**config.mk**
```make
export PLATFORM = sky130hd
export DESIGN_NAME = id_ex_stage_reg_flat
export DESIGN_NICKNAME = d
export VERILOG_FILES = /design/src/rtl/id_ex_stage_reg_if.sv /design/src/rtl/id_ex_stage_reg.sv /design/src/flat_wrapper.sv
export SDC_FILE = /design/constraint.sdc
export NUM_CORES = 1
export LEC_CHECK = 0
export ABC_AREA = 0
export CAP_MARGIN = 5
export CORE_AREA = 2 2 164 166
export DETAILED_ROUTE_END_ITERATION = 10
export DIE_AREA = 0 0 166 168
export DONT_BUFFER_PORTS = 1
export PLACE_DENSITY_LB_ADDON = 0.05
export SKIP_LAST_GASP = 1
export SLEW_MARGIN = 40
export SYNTH_ARGS = -nofsm -noshare
export SYNTH_HDL_FRONTEND = slang
export SYNTH_SLANG_ARGS = --single-unit
```
**constraint.sdc**
```tcl
create_clock -name clk -period 6.2 [get_ports clk]
set_clock_uncertainty 0.2 [all_clocks]
set_input_delay 0.93 -clock clk [delete_from_list [all_inputs] [get_ports clk]]
set_output_delay 0.93 -clock clk [all_outputs]
set_load 0.02 [all_outputs]
```
**src/rtl/id_ex_stage_reg_if.sv**
```systemverilog
// id_ex_stage_reg_if: decode-side inputs and EX-side outputs of the ID/EX register.
interface id_ex_stage_reg_if #(parameter int XLEN = 32, parameter int CNT_W = 16);
    logic             hold, flush_e;
    logic [4:0]       rs1_d, rs2_d, rd_d;
    logic             use_rs1_d, use_rs2_d;
    logic             regwrite_d, memread_d, memwrite_d;
    logic [XLEN-1:0]  rd1_d, rd2_d, imm_d, pc_d;
    logic [4:0]       rs1_e, rs2_e, rd_e;
    logic             regwrite_e, memread_e, memwrite_e, valid_e;
    logic [XLEN-1:0]  rd1_e, rd2_e, imm_e, pc_e;
    logic             stall_f, stall_d;
    logic [CNT_W-1:0] stall_cnt, flush_cnt;
    modport master (
        output hold, flush_e, rs1_d, rs2_d, rd_d, use_rs1_d, use_rs2_d,
               regwrite_d, memread_d, memwrite_d, rd1_d, rd2_d, imm_d, pc_d,
        input  rs1_e, rs2_e, rd_e, regwrite_e, memread_e, memwrite_e, valid_e,
               rd1_e, rd2_e, imm_e, pc_e, stall_f, stall_d, stall_cnt, flush_cnt
    );
    modport slave (
        input  hold, flush_e, rs1_d, rs2_d, rd_d, use_rs1_d, use_rs2_d,
               regwrite_d, memread_d, memwrite_d, rd1_d, rd2_d, imm_d, pc_d,
        output rs1_e, rs2_e, rd_e, regwrite_e, memread_e, memwrite_e, valid_e,
               rd1_e, rd2_e, imm_e, pc_e, stall_f, stall_d, stall_cnt, flush_cnt
    );
endinterface

```
**src/rtl/id_ex_stage_reg.sv**
```systemverilog
// id_ex_stage_reg: ID/EX pipeline register with load-use bubble insertion,
// branch squash and saturating stall/flush event counters.
module id_ex_stage_reg #(
    parameter int XLEN  = 32,
    parameter int CNT_W = 16
) (
    input logic              clk,
    input logic              rst_n,
    id_ex_stage_reg_if.slave bus
);
    logic             w_load_use, w_bubble;
    logic [4:0]       r_rs1, r_rs2, r_rd;
    logic             r_regwrite, r_memread, r_memwrite, r_valid;
    logic [XLEN-1:0]  r_rd1, r_rd2, r_imm, r_pc;
    logic [CNT_W-1:0] r_stall_cnt, r_flush_cnt;

    assign w_load_use = r_memread && (r_rd != 5'd0) &&
                        ((bus.use_rs1_d && bus.rs1_d == r_rd) || (bus.use_rs2_d && bus.rs2_d == r_rd));
    assign w_bubble   = bus.flush_e || w_load_use;
    assign bus.stall_f = w_load_use && !bus.flush_e && !bus.hold;
    assign bus.stall_d = bus.stall_f;

    // Hold freezes everything; otherwise a flush or load-use bubble zeroes every field.
    always_ff @(posedge clk or negedge rst_n) begin
        if (!rst_n) begin
            r_rs1       <= '0;
            r_rs2       <= '0;
            r_rd        <= '0;
            r_regwrite  <= 1'b0;
            r_memread   <= 1'b0;
            r_memwrite  <= 1'b0;
            r_valid     <= 1'b0;
            r_rd1       <= '0;
            r_rd2       <= '0;
            r_imm       <= '0;
            r_pc        <= '0;
            r_stall_cnt <= '0;
            r_flush_cnt <= '0;
        end else if (!bus.hold) begin
            r_rs1      <= w_bubble ? 5'd0 : bus.rs1_d;
            r_rs2      <= w_bubble ? 5'd0 : bus.rs2_d;
            r_rd       <= w_bubble ? 5'd0 : bus.rd_d;
            r_regwrite <= !w_bubble && bus.regwrite_d;
            r_memread  <= !w_bubble && bus.memread_d;
            r_memwrite <= !w_bubble && bus.memwrite_d;
            r_valid    <= !w_bubble;
            r_rd1      <= w_bubble ? '0 : bus.rd1_d;
            r_rd2      <= w_bubble ? '0 : bus.rd2_d;
            r_imm      <= w_bubble ? '0 : bus.imm_d;
            r_pc       <= w_bubble ? '0 : bus.pc_d;
            if (bus.flush_e && !(&r_flush_cnt))
                r_flush_cnt <= r_flush_cnt + CNT_W'(1);
            if (!bus.flush_e && w_load_use && !(&r_stall_cnt))
                r_stall_cnt <= r_stall_cnt + CNT_W'(1);
        end
    end

    assign bus.rs1_e      = r_rs1;
    assign bus.rs2_e      = r_rs2;
    assign bus.rd_e       = r_rd;
    assign bus.regwrite_e = r_regwrite;
    assign bus.memread_e  = r_memread;
    assign bus.memwrite_e = r_memwrite;
    assign bus.valid_e    = r_valid;
    assign bus.rd1_e      = r_rd1;
    assign bus.rd2_e      = r_rd2;
    assign bus.imm_e      = r_imm;
    assign bus.pc_e       = r_pc;
    assign bus.stall_cnt  = r_stall_cnt;
    assign bus.flush_cnt  = r_flush_cnt;
endmodule

```
**src/flat_wrapper.sv**
```systemverilog
// flat-port wrapper written by rule: the top's interface ports become plain ports
module id_ex_stage_reg_flat 
#(
    parameter int XLEN  = 32,
    parameter int CNT_W = 16
)
  (clk, rst_n, bus_hold, bus_flush_e, bus_rs1_d, bus_rs2_d, bus_rd_d, bus_use_rs1_d, bus_use_rs2_d, bus_regwrite_d, bus_memread_d, bus_memwrite_d, bus_rd1_d, bus_rd2_d, bus_imm_d, bus_pc_d, bus_rs1_e, bus_rs2_e, bus_rd_e, bus_regwrite_e, bus_memread_e, bus_memwrite_e, bus_valid_e, bus_rd1_e, bus_rd2_e, bus_imm_e, bus_pc_e, bus_stall_f, bus_stall_d, bus_stall_cnt, bus_flush_cnt);
  id_ex_stage_reg_if #(.XLEN(XLEN), .CNT_W(CNT_W)) bus_i ();
  input logic clk;
  input logic rst_n;
  input wire logic [$bits(bus_i.hold)-1:0] bus_hold;
  input wire logic [$bits(bus_i.flush_e)-1:0] bus_flush_e;
  input wire logic [$bits(bus_i.rs1_d)-1:0] bus_rs1_d;
  input wire logic [$bits(bus_i.rs2_d)-1:0] bus_rs2_d;
  input wire logic [$bits(bus_i.rd_d)-1:0] bus_rd_d;
  input wire logic [$bits(bus_i.use_rs1_d)-1:0] bus_use_rs1_d;
  input wire logic [$bits(bus_i.use_rs2_d)-1:0] bus_use_rs2_d;
  input wire logic [$bits(bus_i.regwrite_d)-1:0] bus_regwrite_d;
  input wire logic [$bits(bus_i.memread_d)-1:0] bus_memread_d;
  input wire logic [$bits(bus_i.memwrite_d)-1:0] bus_memwrite_d;
  input wire logic [$bits(bus_i.rd1_d)-1:0] bus_rd1_d;
  input wire logic [$bits(bus_i.rd2_d)-1:0] bus_rd2_d;
  input wire logic [$bits(bus_i.imm_d)-1:0] bus_imm_d;
  input wire logic [$bits(bus_i.pc_d)-1:0] bus_pc_d;
  output wire logic [$bits(bus_i.rs1_e)-1:0] bus_rs1_e;
  output wire logic [$bits(bus_i.rs2_e)-1:0] bus_rs2_e;
  output wire logic [$bits(bus_i.rd_e)-1:0] bus_rd_e;
  output wire logic [$bits(bus_i.regwrite_e)-1:0] bus_regwrite_e;
  output wire logic [$bits(bus_i.memread_e)-1:0] bus_memread_e;
  output wire logic [$bits(bus_i.memwrite_e)-1:0] bus_memwrite_e;
  output wire logic [$bits(bus_i.valid_e)-1:0] bus_valid_e;
  output wire logic [$bits(bus_i.rd1_e)-1:0] bus_rd1_e;
  output wire logic [$bits(bus_i.rd2_e)-1:0] bus_rd2_e;
  output wire logic [$bits(bus_i.imm_e)-1:0] bus_imm_e;
  output wire logic [$bits(bus_i.pc_e)-1:0] bus_pc_e;
  output wire logic [$bits(bus_i.stall_f)-1:0] bus_stall_f;
  output wire logic [$bits(bus_i.stall_d)-1:0] bus_stall_d;
  output wire logic [$bits(bus_i.stall_cnt)-1:0] bus_stall_cnt;
  output wire logic [$bits(bus_i.flush_cnt)-1:0] bus_flush_cnt;
  assign bus_i.hold = bus_hold;
  assign bus_i.flush_e = bus_flush_e;
  assign bus_i.rs1_d = bus_rs1_d;
  assign bus_i.rs2_d = bus_rs2_d;
  assign bus_i.rd_d = bus_rd_d;
  assign bus_i.use_rs1_d = bus_use_rs1_d;
  assign bus_i.use_rs2_d = bus_use_rs2_d;
  assign bus_i.regwrite_d = bus_regwrite_d;
  assign bus_i.memread_d = bus_memread_d;
  assign bus_i.memwrite_d = bus_memwrite_d;
  assign bus_i.rd1_d = bus_rd1_d;
  assign bus_i.rd2_d = bus_rd2_d;
  assign bus_i.imm_d = bus_imm_d;
  assign bus_i.pc_d = bus_pc_d;
  assign bus_rs1_e = bus_i.rs1_e;
  assign bus_rs2_e = bus_i.rs2_e;
  assign bus_rd_e = bus_i.rd_e;
  assign bus_regwrite_e = bus_i.regwrite_e;
  assign bus_memread_e = bus_i.memread_e;
  assign bus_memwrite_e = bus_i.memwrite_e;
  assign bus_valid_e = bus_i.valid_e;
  assign bus_rd1_e = bus_i.rd1_e;
  assign bus_rd2_e = bus_i.rd2_e;
  assign bus_imm_e = bus_i.imm_e;
  assign bus_pc_e = bus_i.pc_e;
  assign bus_stall_f = bus_i.stall_f;
  assign bus_stall_d = bus_i.stall_d;
  assign bus_stall_cnt = bus_i.stall_cnt;
  assign bus_flush_cnt = bus_i.flush_cnt;
  id_ex_stage_reg #(.XLEN(XLEN), .CNT_W(CNT_W)) u_core (.clk(clk), .rst_n(rst_n), .bus(bus_i));
endmodule
```
==> results by group <==
Critical path
  • Crit path largest cell delay: 0.62 ns
  • Worst EP arrival: 2.93 ns
  • Family with the most delay on the worst path: simple AND/OR/NAND/NOR gates
  • CP required: 5.07 ns
  • Worst setup SP type: flip-flop
  • Crit-path cells: xor2_1 > nor4_1 > nand3_1 > a21oi_2 > and2_1
  • Critical setup path kind: reg2out
  • CP Capture Type: output pin
  • WP buf/inv: 0
  • Critical path's slowest cell: a21oi_2
  • R2R Path Start: u_core.bus.rd_e[1]
  • Crit path max fanout: 16
  • CP Launch Point: u_core.bus.rd_e[1]

Logic synthesis
  • Number of synthesized flops with an enable pin: 0
  • Async S/R FF share, synth: 1.000
  • Synthesized cell area: 0.006933 mm2
  • Most instantiated library cell after synthesis: dfrtp_1
  • Top post-synthesis cells by count: dfrtp_1 (179), a22o_1 (146), xnor2_1 (22)
  • Adder-Cell Fraction of Synth Area: 0.003609
  • Cell variety after synth: 37
  • Cell taking the most area after synthesis: dfrtp_1
  • Sequential element share of the synthesized area: 0.6461
  • Xor/xnor share of the synthesized area: 0.04801
  • Syn nets: 645
  • Top cell type's share of synthesized area: 0.6461
  • Primary FF master, synth: dfrtp_1
  • Top post-synthesis cells by area: dfrtp_1 (65%), a22o_1 (18%), xnor2_1 (2.8%), buf_8 (2.2%), xor2_1 (2.0%)
  • Warnings from Yosys: 0
  • Post-Synthesis Cells: 491
  • Combinational family with the most area after synthesis: compound AO/OA/AOI/OAI gates
  • Yosys reg bits: 179
  • Simple-Gate Fraction of Synth Area: 0.05920
  • Complex-gate fraction of the synthesized area: 0.1971
  • Mapped Avg Cell Area: 14.12 um2
  • Post-synthesis mux area share: 0.003249

Timing
  • Hold Slack: 0.1865 ns
  • Unrepaired setup endpoints after global routing: false
  • Rel. slew slack: 0.5177
  • Post-layout min period: 4.058 ns
  • Worst Tran Pin Value: 0.7235 ns
  • Final Hold Vio Count: 0
  • Slew Limit Fails: 0
  • F_max: 246.4 MHz
  • Period utilisation layout: 0.6545
  • # setup viols final: 0
  • Setup TNS Final: 0 ns

Placed design
  • Post-Place Cell Area: 0.007086 mm2
  • Final HPWL DP: 12600 um
  • GPL Wtd Cong: 0.7337
  • PortBufs: 0

Global route
  • First-pass GRT wire length: 28500 um
  • Initial antenna violation count: 1
  • Global route overflow: 0
  • Vias in the first global route: 4435
  • Largest net degree at the start of global routing: 173
  • GRT Overall Usage: 0.1334

Route
  • DR vias: 4199
  • WL per Instance: 22.66 um
  • M1 WL: 7497 um
  • Final wirelength: 18900 um
  • DR WL met2: 9073 um
  • Initial drt markers: 215
  • DRT Pass-1 Iters: 4
  • Top Layer Used: met4
  • DR vias/cell: 5.035
  • Met3 routed WL: 1963 um
  • DRC Markers: 0
  • Antenna Violating Nets Remaining: 0

Clock tree
  • Clock tree from TritonCTS: built
  • Worst skew pair latency: 0.43 ns
  • Root buffer cell: clkbuf_16
  • H-Tree Depth: 4
  • CTS resizes: 0
  • CTS Buf Count: 17
  • Num Clock Sinks: 179
  • Clk slew on worst S/H paths: 0.07 ns
  • Clock Tree Buf Depth: 2
  • Hold-fix buffers, CTS: 2
  • Post-CTS setup buffer count: 0

Floorplan
  • Initial core utilization: 0.2631
  • Core region area: 0.02635 mm2
  • Die H: 168 um
  • Standard-cell rows: 60
  • Boundary Pins: 333
  • Die area: 0.02789 mm2
  • Die width: 166 um

Final layout
  • Nets: 635
  • FF/Latch Area: 0.004479 mm2
  • Area of the multi-input gates: 0.002157 mm2
  • Layout cells sized above 1: 0.08333
  • Syn-to-layout area delta: 12.31%
  • Design area: 0.007786 mm2
  • FILL cells: 2645

Pwr
  • Pwr dens: 363.4 mW/mm2
  • Internal Power: 2039 uW
  • Clock share of power: 0.419
  • Psw: 791.2 uW
  • Leak Pwr: 0.003554 uW
  • Peak VDD IR: 167.2 uV
  • Logic pwr share: 0.059
  • Switching Fraction: 0.2796
  • Register share of total power: 0.522

Status
  • Status: complete, no violations

Flow run
  • Max cap viols: 0

Worst hold path
  • Hold WC Path Type: in2async
## worst paths after layout
check	end	slack (ns)	cells past startpoint
worst max-delay path	bus_stall_f	2.14	5
worst min-delay path	u_core.bus.flush_cnt[13]	0.19	1
worst max register to register	u_core.bus.stall_cnt[1]	3.37	6
worst min register to register	u_core.bus.flush_cnt[6]	0.44	1
max in group asynchronous	u_core.bus.rs1_e[4]	4.70	1
min in group clk	u_core.bus.pc_e[22]	0.42	1
## logic make-up after synthesis
logic type	count (synthesis)
adders and majority gates	2
buffers and inverters	35
muxes	2
xor gates and xnor gates	38
DFF	179
and+or+nand+nor	76
AOI/OAI and AO/OA	159
## area by class of cell
type | instances | area share
repair buffers | 5 | 0.01077
diodes | 1 | 0.0003214
clock inverters | 12 | 0.02491
multi-input cells | 277 | 0.2770
inverters | 1 | 0.0004821
flip-flops and latches | 179 | 0.5753
clock buffers | 18 | 0.05640
well taps | 341 | 0.05480
## worst register-to-register path, delay by kind of cell, from the launching register on
kind | cells | cell delay, ns
AOI/OAI and AO/OA | 1 | 0.62
xor gates and xnor gates | 1 | 0.25
DFF | 1 | 0.58
muxes | 1 | 0.32
and+or+nand+nor | 3 | 0.75
## routing by layer
| layer | track usage | up-vias |
|---|---|---|
| met4 | 0.04537 | 0 |
| met3 | 0.06065 | 19 |
| met2 | 0.2140 | 235 |
| li1 | - | 1832 |
| met1 | 0.1594 | 2113 |
| met5 | 0 | - |
## flip-flops by register name (all words and copies together) (netlist names)
| signal | cells |
|---|---|
| u_core.bus.flush_cnt | 16 |
| u_core.bus.imm_e | 32 |
| u_core.bus.memread_e | 1 |
| u_core.bus.memwrite_e | 1 |
| u_core.bus.pc_e | 32 |
| u_core.bus.rd1_e | 32 |
| u_core.bus.rd2_e | 32 |
| u_core.bus.rd_e | 5 |
| u_core.bus.regwrite_e | 1 |
| u_core.bus.rs1_e | 5 |
| u_core.bus.rs2_e | 5 |
| u_core.bus.stall_cnt | 16 |
| u_core.bus.valid_e | 1 |
## cell usage in the layout (no fill, tap or decap), drive strengths merged, types with 3 or more instances in the layout
cell      n
clkbuf   18
bufinv    4
and3      5
nand4    14
nand2    11
dfrtp   179
buf       4
nor2     15
a22o    146
xnor2    22
and4      3
xor2     16
nand3    15
a21oi     5
nor3      3
inv       7
## power by group through the flow
stage / logic (uW) / registers (uW) / clock network [uW]
final: 166 / 1480 / 1190
after global routing: 192 / 1490 / 1280
after CTS: 169 / 1480 / 1220
after detailed placement: 143 / 1500 / 0
after global placement: 138 / 1510 / 0
after floorplan: 145 / 1460 / 0
## metrics by stage
step / utilization / total power [uW] / cells / setup WS [ns]
global route: 0.2954 / 2962 / 833 / 1.918
floorplan: - / 1608 / 491 / 2.700
CTS: 0.2943 / 2874 / 832 / 2.039
global placement: 0.2688 / 1644 / 800 / 2.213
detailed placement: 0.2689 / 1645 / 800 / 2.242
finish: 0.2955 / 2830 / 834 / 2.142
(Power assumes the default switching activity.)
